==> config.mk <==
export PLATFORM = sky130hd
export DESIGN_NAME = station_cmd_cntrl
export DESIGN_NICKNAME = d
export VERILOG_FILES = /design/src/rtl/follower_pkg.sv /design/src/rtl/buzz_gen.sv /design/src/rtl/station_cmd_cntrl.sv
export SDC_FILE = /design/constraint.sdc
export NUM_CORES = 1
export LEC_CHECK = 0
export ABC_CLOCK_PERIOD_IN_PS = 2700
export CAP_MARGIN = 40
export CORE_MARGIN = 2
export CORE_UTILIZATION = 35
export CTS_CLUSTER_SIZE = 40
export DETAILED_ROUTE_END_ITERATION = 6
export HOLD_SLACK_MARGIN = 0.02
export PLACE_DENSITY = 0.72
export SLEW_MARGIN = 0
export SYNTH_ARGS = -nofsm -noshare
export SYNTH_HDL_FRONTEND = slang
export SYNTH_HIERARCHICAL = 1
export SYNTH_SLANG_ARGS = --single-unit
==> constraint.sdc <==
create_clock -name clk -period 2.7 [get_ports clk]
set_input_delay 0.54 -clock clk [delete_from_list [all_inputs] [get_ports clk]]
set_output_delay 0.54 -clock clk [all_outputs]
set_load 0.005 [all_outputs]
==> src/rtl/follower_pkg.sv <==
// Shared definitions for the line-follower command path: opcodes, controller states
// and the widths of the station and barcode ID fields.
package follower_pkg;

    localparam int ID_W  = 8;
    localparam int STN_W = 6;

    localparam logic [1:0] CMD_STOP = 2'b00;
    localparam logic [1:0] CMD_GO   = 2'b01;

    typedef enum logic {
        ST_IDLE  = 1'b0,
        ST_DRIVE = 1'b1
    } state_t;

endpackage

==> src/rtl/buzz_gen.sv <==
// Piezo square-wave generator: while enabled, buzz toggles once every BUZZ_HALF clocks;
// when disabled the phase counter and output are parked at zero.
module buzz_gen #(
    parameter int BUZZ_HALF = 6250
) (
    input  logic clk,
    input  logic rst,
    input  logic en,
    output logic buzz,
    output logic buzz_n
);

    localparam int CNT_W = (BUZZ_HALF > 1) ? $clog2(BUZZ_HALF) : 1;
    localparam logic [CNT_W-1:0] CNT_LAST = CNT_W'(BUZZ_HALF - 1);

    logic [CNT_W-1:0] cnt;

    always_ff @(posedge clk) begin
        if (rst || !en) begin
            cnt  <= '0;
            buzz <= 1'b0;
        end else if (cnt == CNT_LAST) begin
            cnt  <= '0;
            buzz <= ~buzz;
        end else begin
            cnt <= cnt + 1'b1;
        end
    end

    assign buzz_n = ~buzz;

endmodule

==> src/rtl/station_cmd_cntrl.sv <==
// Station command controller: accepts GO/STOP commands and barcode station IDs,
// tracks the active destination and drives motion enable plus the obstacle buzzer.
module station_cmd_cntrl
    import follower_pkg::*;
#(
    parameter int BUZZ_HALF = 6250
) (
    input  logic            clk,
    input  logic            rst,
    input  logic [7:0]      cmd,
    input  logic            cmd_rdy,
    output logic            clr_cmd_rdy,
    input  logic [ID_W-1:0] ID,
    input  logic            ID_vld,
    output logic            clr_ID_vld,
    input  logic            OK2Move,
    output logic            go,
    output logic            in_transit,
    output logic            buzz,
    output logic            buzz_n
);

    state_t           state;
    logic [STN_W-1:0] dest;
    logic [1:0]       opcode;
    logic             id_match;

    assign opcode   = cmd[7:6];
    assign id_match = (ID == {{(ID_W-STN_W){1'b0}}, dest});

    // Inputs pending during reset are left untouched so they are seen again from IDLE.
    assign clr_cmd_rdy = cmd_rdy & ~rst;
    assign clr_ID_vld  = ID_vld & ~rst;

    always_ff @(posedge clk) begin
        if (rst) begin
            state      <= ST_IDLE;
            dest       <= '0;
            in_transit <= 1'b0;
        end else begin
            case (state)
                ST_IDLE: begin
                    if (cmd_rdy && opcode == CMD_GO) begin
                        dest       <= cmd[STN_W-1:0];
                        in_transit <= 1'b1;
                        state      <= ST_DRIVE;
                    end
                end
                ST_DRIVE: begin
                    // A command always wins; a simultaneous ID is acknowledged and dropped.
                    if (cmd_rdy) begin
                        if (opcode == CMD_GO) begin
                            dest <= cmd[STN_W-1:0];
                        end else if (opcode == CMD_STOP) begin
                            in_transit <= 1'b0;
                            state      <= ST_IDLE;
                        end
                    end else if (ID_vld && id_match) begin
                        in_transit <= 1'b0;
                        state      <= ST_IDLE;
                    end
                end
                default: begin
                    state      <= ST_IDLE;
                    in_transit <= 1'b0;
                end
            endcase
        end
    end

    assign go = in_transit & OK2Move;

    buzz_gen #(
        .BUZZ_HALF(BUZZ_HALF)
    ) u_buzz (
        .clk   (clk),
        .rst   (rst),
        .en    (in_transit & ~OK2Move),
        .buzz  (buzz),
        .buzz_n(buzz_n)
    );

endmodule

# [Word level (Yosys, flattened, before mapping)]
# Index checks and enable logic that the tools add are counted.
[totals] register_bits=22 input_bits=21 output_inout_bits=6 word_cells=47
[op_classes] addsub=1 eq_ne=9 mux=16 bitwise=8 n_reduce_logical=8
[ops] op="6-bit two-way mux" n=3
[ops] op="13-bit by 1-bit adder with 13-bit output (second input constant)" n=1
[ops] op="13-bit == test (second input constant)" n=1
[ops] op="6-bit case mux with 2 select lines" n=1
[ops] op="1-bit two-way mux" n=10
[ops] op="8-bit by 6-bit == test with 1-bit output" n=1
[ops] op="3-bit by 2-bit inequality test with 1-bit output (second input constant)" n=2
[ops] op="1-bit bitwise AND" n=4
[ops] op="2-bit inequality test (second input constant)" n=2
[ops] op="1-bit inverter" n=4
[ops] op="1-bit case mux with 2 select lines" n=2
[ops] op="4-bit AND reduction" n=1
[ops] op="3-bit inequality test (second input constant)" n=1
[ops] op="3-bit AND reduction" n=1
[ops] op="2-bit by 1-bit == test with 1-bit output (second input constant)" n=1
[ops] op="1-bit logical AND" n=2
[ops] op="2-bit zero test" n=1
[ops] op="2-bit by 1-bit inequality test with 1-bit output (second input constant)" n=1
[ops] op="2-bit OR reduction" n=1
[ops] op="1-bit zero test" n=1
[ops] op="1-bit logical OR" n=1

# [Longest topological paths before layout]
# Gate-level depths: netlist of run 1.
[logic_depth] depth_word=5 mapped_depth=7 ltp_nobuf=6

# [By module]
# The synthesis of run 1 kept the hierarchy.
[by_module_without_submodules] mod="buzz_gen" n_inst=1 cells_each=69 area_each_um2=676.9 seq_area_each_um2=280.3
[by_module_without_submodules] mod="station_cmd_cntrl" n_inst=1 cells_each=45 area_each_um2=411.6 seq_area_each_um2=160.2

# [Least setup slack after synthesis of run 1]
# Ideal clock, no wire load.
[synth_path] path_type="input to output" start="input rst" end="output clr_cmd_rdy" arrival_time_ns=0.893 required_time_ns=2.160 slack_ns=1.267 stages=2 n_path_buf=1 cell_sequence="clkbuf_1 > nor2b_1"
[synth_between] elab_chain_cells=2
[synth_lines] item="start: declaration" line="station_cmd_cntrl.sv:9" text="input logic rst,"
[synth_lines] item="1-bit inverter" line="station_cmd_cntrl.sv:32" text="assign clr_cmd_rdy = cmd_rdy & ~rst;"
[synth_lines] item="1-bit bitwise AND" line="station_cmd_cntrl.sv:32"
[synth_lines] item="end: declaration" line="station_cmd_cntrl.sv:12" text="output logic clr_cmd_rdy,"
# No other way between the ends.

# [Worst setup path in the final report of run 1]
[layout_path] start="input cmd_rdy" end="output clr_cmd_rdy"
[layout_between] elab_chain_cells=1
[layout_lines] item="start: declaration" line="station_cmd_cntrl.sv:11" text="input logic cmd_rdy,"
[layout_lines] item="1-bit bitwise AND" line="station_cmd_cntrl.sv:32"
# No other way between the ends.

==> results of run 1 <==
[placed cells by master (no fill, tap or decap), types with 2 or more instances in the layout]
master,instances
dfxtp_1,22
nor2_1,16
clkbuf_4,3
nand2_1,3
nor2b_1,2
xor2_1,11
xnor2_1,7
nand3_1,3
nor2_2,10
nand4_1,4
and3_1,2
ha_1,2
clkdlybuf4s50_1,26
mux2i_1,6
inv_1,4
[final cells by class]
cell class                 instances  area [µm²]
clock buffer                       4        36.3
fill                             286        1590
sequential                        22         440
multi-input combinational         85         613
inverter                           4        15.0
timing repair buffer              27         268
tap                               33        41.3
[cell families after synthesis]
logic type,share of synthesized area (%)
multiplexers,6.55
AND/OR/NAND/NOR,29.4
buffers and inverters,3.22
AO/OA/AOI/OAI,3.56
adder cells (fa/ha/maj),2.30
XOR/XNOR,14.5
flip-flops,40.5
[layer usage]
metal  global-route usage [%]  vias to the layer above
li1                         -                      442
met1                     15.2                      376
met2                     20.8                       25
met3                     3.03                        0
met4                     1.90                        0
met5                        0                        -
[through the flow]
stage / std cells / power (mW) / utilization [%]
6_report: 175 / 0.590 / 47.1
2_1_floorplan: 114 / 0.378 / -
5_1_grt: 175 / 0.624 / 47.1
3_3_place_gp: 171 / 0.423 / 45.9
4_1_cts: 175 / 0.598 / 47.1
3_5_place_dp: 171 / 0.424 / 45.9
[power breakdown]
part | internal, mW | total (mW) | switching (mW)
Sequential | 0.332 | 0.338 | 0.00601
Combinational | 0.0517 | 0.0790 | 0.0272
Clock | 0.0820 | 0.173 | 0.0911
Total | 0.465 | 0.590 | 0.124
[critical path: cells and delay by family]
kind / cells / cell delay, ns
buf+inv: 2 / 1.04
simple gates: 1 / 0.19
[worst paths after layout]
path	to	slack [ns]	depth (start not counted)
worst max register to register	u_buzz/cnt[2]$_SDFF_PP0_	1.28	5
worst min register to register	u_buzz/cnt[0]$_SDFF_PP0_	0.50	1
worst max-delay path	clr_cmd_rdy	0.39	3
worst min-delay path	u_buzz/cnt[0]$_SDFF_PP0_	0.50	1
[registers in the layout (all words and copies together), names as in the netlist]
name / count
u_buzz/cnt: 13
in_transit: 1
state: 1
u_buzz/buzz: 1
dest: 6
==> run_results.csv, run 1 <==
group,metric,value,unit
outcome,status,"finished clean",
global_route,grt_pass1_wl,3270,µm
setup_path,crit_slowest_cell,"clkdlybuf4s50_1",
die,core,3000,µm²
placed_design,dp_slack,0.391,ns
sta,fin_crit_sh,85.7,%
setup_path,crit_type,"input port to output pin",
sta,hold_viol,0,
detailed_routing,dr.pass1.iters,4,
detailed_routing,vias,843,
setup_path,startpoint,"cmd_rdy",
setup_path,path_cells,"clkdlybuf4s50_1 -> nor2b_1 -> clkdlybuf4s50_1",
synthesis,avgSynthCellArea,9.55,µm²
synthesis,synth_area,1090,µm²
detailed_routing,drtIter0Drc,24,
placed_design,finalWeightedCongestion,0.826,
synthesis,yosysTopAreaCell,"dfxtp_1",
clock_network,cts-root-buf,"clkbuf_4",
sta,slew_headroom,70.2,%
clock_network,htreeDepth,1,
pwr,irDropWorstVdd,190,µV
clock_network,cts_buffers,3,
placed_design,place_hpwl,1610,µm
final_layout,design_area,1410,µm²
sta,holdWs,0.499,ns
detailed_routing,ant_nets,0,
sta,finalClockSkew,0.0113,ns
die,initial_core_util,36.3,%
setup_path,arrival,1.77,ns
die,die_h,59.8,µm
synthesis,yosysWarningCount,6,
die,dieArea,3570,µm²
final_layout,area_growth,29.9,%
setup_path,crit_required,2.16,ns
clock_network,clk_latency,0.29,ns
sta,setup_tns,0,ns
clock_network,postCtsSetupRepairBufs,0,
sta,worst_pin_slew,0.445,ns
die,num_io_pins,27,
synthesis,synth_edf_count,0,
setup_path,start_kind,"input port",
detailed_routing,route.met3.wl,143,µm
global_route,grt_max_degree,13,
setup_path,critPathCaptureType,"output pin",
detailed_routing,wl_met1,945,µm
final_layout,layout.nets,166,
synthesis,syn_nets,137,
sta,setup_viol,0,
detailed_routing,wl_per_cell,11.4,µm
worst_hold_path,hp-class,"flip-flop to flip-flop",
pwr,power_density,417,nW/µm²
placed_design,place_area,1380,µm²
final_layout,antenna_cells,0,
synthesis,ys_ff_latch,22,
synthesis,yosysUniqueCellTypes,35,
synthesis,synthTopCellsByCount,"dfxtp_1, nor2_1, xor2_1",
clock_network,cts.clk_slew.worst_paths,0.11,ns
synthesis,yosysSeqAreaShare,40.5,%
detailed_routing,drcViolationCount,0,
synthesis,ys.flop_type,"dfxtp_1",
setup_path,critPathMostFrequentCell,"clkdlybuf4s50_1",
clock_network,cts_resized,0,
clock_network,clockBufferDepth,2,
setup_path,path_max_fanout,4,
worst_hold_path,hp-start,"u_buzz/cnt[0]$_SDFF_PP0_",
die,die_w,59.8,µm
synthesis,postSynthCellCount,114,
detailed_routing,highest_layer,"met3",
sta,rsz0062_at_grt,"false",
setup_path,cpPeakStageDelay,0.52,ns
detailed_routing,wl_met2,903,µm
synthesis,synth_area_leaders,"dfxtp_1, xor2_1, nor2_2",
placed_design,portBuffers,26,
global_route,grt_usage,12.0,%
flow_run,cap_violations,0,
detailed_routing,drt_wl_total,1990,µm
synthesis,yosys.area.top_type_share,40.5,%
clock_network,hold_buffers,0,
sta,slew_viol_final,0,
final_layout,drive_above_1_share,15.5,%
clock_network,cts_tree,"built",
clock_network,cts_sinks,22,
global_route,antenna_found_initial,0,
global_route,grt-ovfl-total,0,
synthesis,yosysMostFrequentCell,"dfxtp_1",
sta,max_freq,432,MHz
setup_path,worstReg2RegStart,"u_buzz/cnt[0]$_SDFF_PP0_",
sta,fin_crit,2.31,ns
synthesis,ys_async_sr_fraction,0,%
detailed_routing,avgViaCountPerCell,4.82,
die,row_count,20,
sta,layout_setup_ws,0.386,ns
pwr,leakagePower,0.542,nW
global_route,grt_pass1_vias,790,
(Power assumes the default switching activity.)
==> inputs of run 2 (changes only) <==
--- a/config.mk
+++ b/config.mk
@@ -7,7 +7,6 @@
 export LEC_CHECK = 0
 export ABC_CLOCK_PERIOD_IN_PS = 2700
 export CAP_MARGIN = 40
-export CORE_MARGIN = 2
 export CORE_UTILIZATION = 35
 export CTS_CLUSTER_SIZE = 40
 export DETAILED_ROUTE_END_ITERATION = 6
==> run_results.csv, run 2 (synthesized netlist as in run 1, its figures left out) <==
group,metric,value,unit
outcome,status,"finished with violations",
outcome,violations,"design-rule violations",
sta,setup_viol,0,
clock_network,postCtsSetupRepairBufs,0,
detailed_routing,drcViolationCount,5,
clock_network,htreeDepth,1,
pwr,power_density,419,nW/µm²
pwr,irDropWorstVdd,194,µV
global_route,grt_usage,13.8,%
flow_run,cap_violations,0,
sta,worst_pin_slew,0.450,ns
detailed_routing,avgViaCountPerCell,4.86,
clock_network,clockBufferDepth,2,
global_route,antenna_found_initial,0,
placed_design,finalWeightedCongestion,0.789,
clock_network,hold_buffers,0,
die,die_w,57.8,µm
detailed_routing,wl_per_cell,11.9,µm
detailed_routing,drtIter0Drc,30,
sta,finalClockSkew,0.00307,ns
setup_path,path_max_fanout,4,
clock_network,cts-root-buf,"clkbuf_4",
die,dieArea,3340,µm²
global_route,grt_pass1_vias,839,
pwr,leakagePower,0.542,nW
placed_design,place_area,1380,µm²
setup_path,crit_slowest_cell,"clkdlybuf4s50_1",
final_layout,drive_above_1_share,15.5,%
detailed_routing,ant_nets,0,
final_layout,layout.cells.most_common,"clkdlybuf4s50_1",
setup_path,crit_required,2.16,ns
global_route,grt_pass1_wl,3510,µm
setup_path,arrival,1.78,ns
final_layout,design_area,1410,µm²
pwr,p_total,0.592,mW
global_route,grt-ovfl-total,0,
setup_path,worstRegToRegCells,5,
final_layout,regMostFlops,"u_buzz/cnt",
final_layout,largestRegisters,"u_buzz/cnt (13), dest (6)",
die,num_io_pins,27,
final_layout,multi_input_area,613,µm²
die,die_h,57.8,µm
clock_network,cts_tree,"built",
sta,slew_headroom,69.9,%
setup_path,start_kind,"input port",
sta,max_freq,431,MHz
die,core,2850,µm²
setup_path,reg2reg_to,"u_buzz/cnt[2]$_SDFF_PP0_",
placed_design,portBuffers,26,
worst_hold_path,holdPathStages,1,
setup_path,startpoint,"cmd_rdy",
worst_hold_path,holdPathEnd,"u_buzz/cnt[0]$_SDFF_PP0_",
setup_path,r2r_slack,1.27,ns
final_layout,final_cell_mix,"clkdlybuf4s50_1, dfxtp_1, nor2_1",
die,row_count,19,
setup_path,critPathCaptureType,"output pin",
global_route,grt_max_degree,13,
setup_path,worstReg2RegStart,"u_buzz/cnt[0]$_SDFF_PP0_",
clock_network,clk_latency,0.30,ns
detailed_routing,vias,841,
placed_design,place_hpwl,1590,µm
sta,slew_viol_final,0,
clock_network,cts_resized,0,
detailed_routing,drt_wl_total,2070,µm
clock_network,cts.clk_slew.worst_paths,0.11,ns
setup_path,critPathMostFrequentCell,"clkdlybuf4s50_1",
final_layout,antenna_cells,0,
detailed_routing,dr.pass1.iters,6,
worst_hold_path,hp-start,"u_buzz/cnt[0]$_SDFF_PP0_",
setup_path,path_cells,"clkdlybuf4s50_1 -> nor2b_1 -> clkdlybuf4s50_1",
clock_network,cts_buffers,3,
clock_network,cts_sinks,22,
sta,hold_viol,0,
final_layout,largest_register_ff_count,13,
final_layout,nFillCells,283,
sta,fin_crit_sh,85.9,%
final_layout,regArea,440,µm²
final_layout,area_growth,29.7,%
setup_path,crit_type,"input port to output pin",
worst_hold_path,hp-class,"flip-flop to flip-flop",
sta,fin_crit,2.32,ns
final_layout,layout.nets,166,
setup_path,cpPeakStageDelay,0.53,ns
die,initial_core_util,38.2,%
sta,rsz0062_at_grt,"false",
sta,setup_tns,0,ns
[run 2: cell counts in the layout (fill, tap and decap cells not counted)]
Identical to the previous run, type by type.
[run 2: per-layer routing]
layer | global-route usage [%] | vias to the layer above | part of all wire (%)
met5 | 0 | - | 0
met4 | 5.44 | 0 | 0
met3 | 3.57 | 0 | 8.5
met2 | 25.1 | 24 | 47
met1 | 15.3 | 372 | 45
li1 | - | 445 | -
[run 2: cell type report]
cell class              count  share of cell area [%]
flip-flops and latches     22                    31.2
well taps                  31                    2.75
multi-input cells          85                    43.4
repair buffers             27                    19.0
clock buffers               4                    2.57
inverters                   4                    1.06
[run 2: power breakdown]
group	internal, mW	leakage [nW]	switching [mW]
registers	0.331	0.178	0.00652
clock network	0.0822	0.0210	0.0921
logic	0.0518	0.343	0.0276
[run 2: how the worst max path moves through the flow]
| stage | to | slack, ns | cells after the start |
|---|---|---|---|
| 2_1_floorplan | clr_cmd_rdy | 1.27 | 2 |
| 3_3_place_gp | clr_cmd_rdy | 0.42 | 3 |
| 3_5_place_dp | clr_cmd_rdy | 0.37 | 3 |
| 4_1_cts | clr_cmd_rdy | 0.36 | 3 |
| 5_1_grt | clr_cmd_rdy | 0.29 | 3 |
| 6_report | clr_cmd_rdy | 0.38 | 3 |
[run 2: worst max-delay path, delay by kind of cell]
family	cells	cell delay, ns
simple gates	1	0.19
buf+inv	2	1.05
[run 2: through the flow]
| step | worst slack, ns | hold WS, ns | utilization, % | std cells |
|---|---|---|---|---|
| 2_1_floorplan | 1.27 | 0.451 | - | 114 |
| 3_3_place_gp | 0.423 | 0.468 | 48.2 | 169 |
| 3_5_place_dp | 0.367 | 0.475 | 48.2 | 169 |
| 4_1_cts | 0.363 | 0.502 | 49.5 | 173 |
| 5_1_grt | 0.286 | 0.536 | 49.5 | 173 |
| 6_report | 0.381 | 0.500 | 49.5 | 173 |
==> inputs of run 3 (changes only) <==
--- a/config.mk
+++ b/config.mk
@@ -5,11 +5,12 @@
 export SDC_FILE = /design/constraint.sdc
 export NUM_CORES = 1
 export LEC_CHECK = 0
-export ABC_CLOCK_PERIOD_IN_PS = 2700
+export ABC_CLOCK_PERIOD_IN_PS = 2900
 export CAP_MARGIN = 40
 export CORE_UTILIZATION = 35
 export CTS_CLUSTER_SIZE = 40
 export DETAILED_ROUTE_END_ITERATION = 6
+export GPL_TIMING_DRIVEN = 1
 export HOLD_SLACK_MARGIN = 0.02
 export PLACE_DENSITY = 0.72
 export SLEW_MARGIN = 0
==> constraint.sdc (replaced) <==
create_clock -name clk -period 2.9 [get_ports clk]
set_input_delay 0.58 -clock clk [delete_from_list [all_inputs] [get_ports clk]]
set_output_delay 0.58 -clock clk [all_outputs]
set_load 0.005 [all_outputs]
==> run_results.csv, run 3 (synthesized netlist as in run 1, its figures left out) <==
group,metric,value,unit
outcome,status,"finished with violations",
outcome,violations,"design-rule violations",
clock_network,clk_latency,0.30,ns
die,die_h,57.8,µm
setup_path,path_cells,"clkdlybuf4s50_1 -> nor2b_1 -> clkdlybuf4s50_1",
clock_network,cts_tree,"built",
setup_path,cpPeakStageDelay,0.60,ns
final_layout,layout.nets,165,
sta,rsz0062_at_grt,"false",
flow_run,cap_violations,0,
worst_hold_path,hp-class,"flip-flop to flip-flop",
global_route,grt-ovfl-total,0,
clock_network,cts_sinks,22,
clock_network,cts-root-buf,"clkbuf_4",
pwr,leakagePower,0.530,nW
clock_network,htreeDepth,1,
sta,setup_tns,0,ns
final_layout,layout.cells.most_common,"clkdlybuf4s50_1",
final_layout,design_area,1390,µm²
global_route,grt_usage,13.4,%
detailed_routing,dr.pass1.iters,6,
sta,setup_viol,0,
die,row_count,19,
final_layout,largest_register_ff_count,13,
setup_path,critPathMostFrequentCell,"clkdlybuf4s50_1",
final_layout,antenna_cells,0,
die,num_io_pins,27,
final_layout,multi_input_area,613,µm²
placed_design,portBuffers,26,
final_layout,regArea,440,µm²
detailed_routing,vias,847,
global_route,grt_pass1_wl,3470,µm
detailed_routing,drtIter0Drc,47,
sta,fin_crit_sh,86.8,%
die,die_w,57.8,µm
final_layout,drive_above_1_share,14.3,%
final_layout,largestRegisters,"u_buzz/cnt (13), dest (6)",
clock_network,postCtsSetupRepairBufs,0,
pwr,power_density,376,nW/µm²
placed_design,place_area,1370,µm²
clock_network,cts_buffers,3,
final_layout,nFillCells,278,
detailed_routing,drcViolationCount,5,
clock_network,cts.clk_slew.worst_paths,0.11,ns
setup_path,start_kind,"input port",
placed_design,place_hpwl,1520,µm
pwr,p_total,0.522,mW
clock_network,hold_buffers,0,
sta,worst_pin_slew,0.439,ns
setup_path,crit_type,"input port to output pin",
global_route,grt_pass1_vias,843,
placed_design,finalWeightedCongestion,0.790,
sta,max_freq,397,MHz
detailed_routing,ant_nets,0,
detailed_routing,drt_wl_total,2020,µm
detailed_routing,avgViaCountPerCell,4.95,
detailed_routing,wl_per_cell,11.8,µm
sta,hold_viol,0,
die,initial_core_util,38.2,%
setup_path,crit_required,2.32,ns
sta,finalClockSkew,0.00975,ns
die,core,2850,µm²
final_layout,area_growth,27.7,%
sta,slew_viol_final,0,
final_layout,regMostFlops,"u_buzz/cnt",
global_route,grt_max_degree,13,
sta,slew_headroom,70.6,%
setup_path,arrival,1.94,ns
die,dieArea,3340,µm²
final_layout,final_cell_mix,"clkdlybuf4s50_1, dfxtp_1, nor2_1",
setup_path,crit_slowest_cell,"clkdlybuf4s50_1",
sta,fin_crit,2.52,ns
clock_network,cts_resized,0,
global_route,antenna_found_initial,0,
setup_path,critPathCaptureType,"output pin",
pwr,irDropWorstVdd,154,µV
setup_path,path_max_fanout,11,
clock_network,clockBufferDepth,2,
==> run 3: changes by cell type in the layout (fill, tap and decap cells not counted), sizes merged <==
cell	previous run	this run
buf	1	0
clkbuf	4	3
==> run 3: path summary, 6_finish.rpt <==
check | endpoint | slack, ns | cells after the start | startpoint
max reg2reg | u_buzz/cnt[2]$_SDFF_PP0_ | 1.46 | 5 | u_buzz/cnt[0]$_SDFF_PP0_
min reg2reg | u_buzz/cnt[0]$_SDFF_PP0_ | 0.50 | 1 | u_buzz/cnt[0]$_SDFF_PP0_
min | u_buzz/cnt[0]$_SDFF_PP0_ | 0.50 | 1 | u_buzz/cnt[0]$_SDFF_PP0_
max | clr_cmd_rdy | 0.38 | 3 | rst
==> run 3: critical path: cells and delay by family <==
family / cells / cell delay [ns]
buf+inv: 2 / 1.12
simple gates: 1 / 0.23
==> run 3: layer usage <==
layer,GRT usage [%],up-vias,part of all wire [%]
li1,-,437,-
met1,15.6,384,46
met2,22.9,26,45
met3,3.35,0,8.6
met4,6.46,0,0
met5,0,-,0
==> run 3: cell type report <==
type	instances	area share (%)
clock buffer	3	1.62
inverter	4	1.08
multi-input combinational	85	44.1
sequential	22	31.7
tap	31	2.79
timing repair buffer	26	18.7
==> run 3: stage by stage <==
step	hold slack [ns]	utilization, %	cells	worst slack [ns]
after floorplan	0.451	-	114	1.39
after global placement	0.467	47.9	168	0.420
after detailed placement	0.476	47.9	168	0.386
after CTS	0.505	48.7	171	0.383
after global routing	0.520	48.7	171	0.266
final	0.505	48.7	171	0.383
==> run 3: power breakdown <==
group / leakage (nW) / internal [mW] / switching (mW)
combinational: 0.338 / 0.0473 / 0.0250
clock: 0.0138 / 0.0484 / 0.0871
sequential: 0.178 / 0.309 / 0.00569
total: 0.530 / 0.404 / 0.118
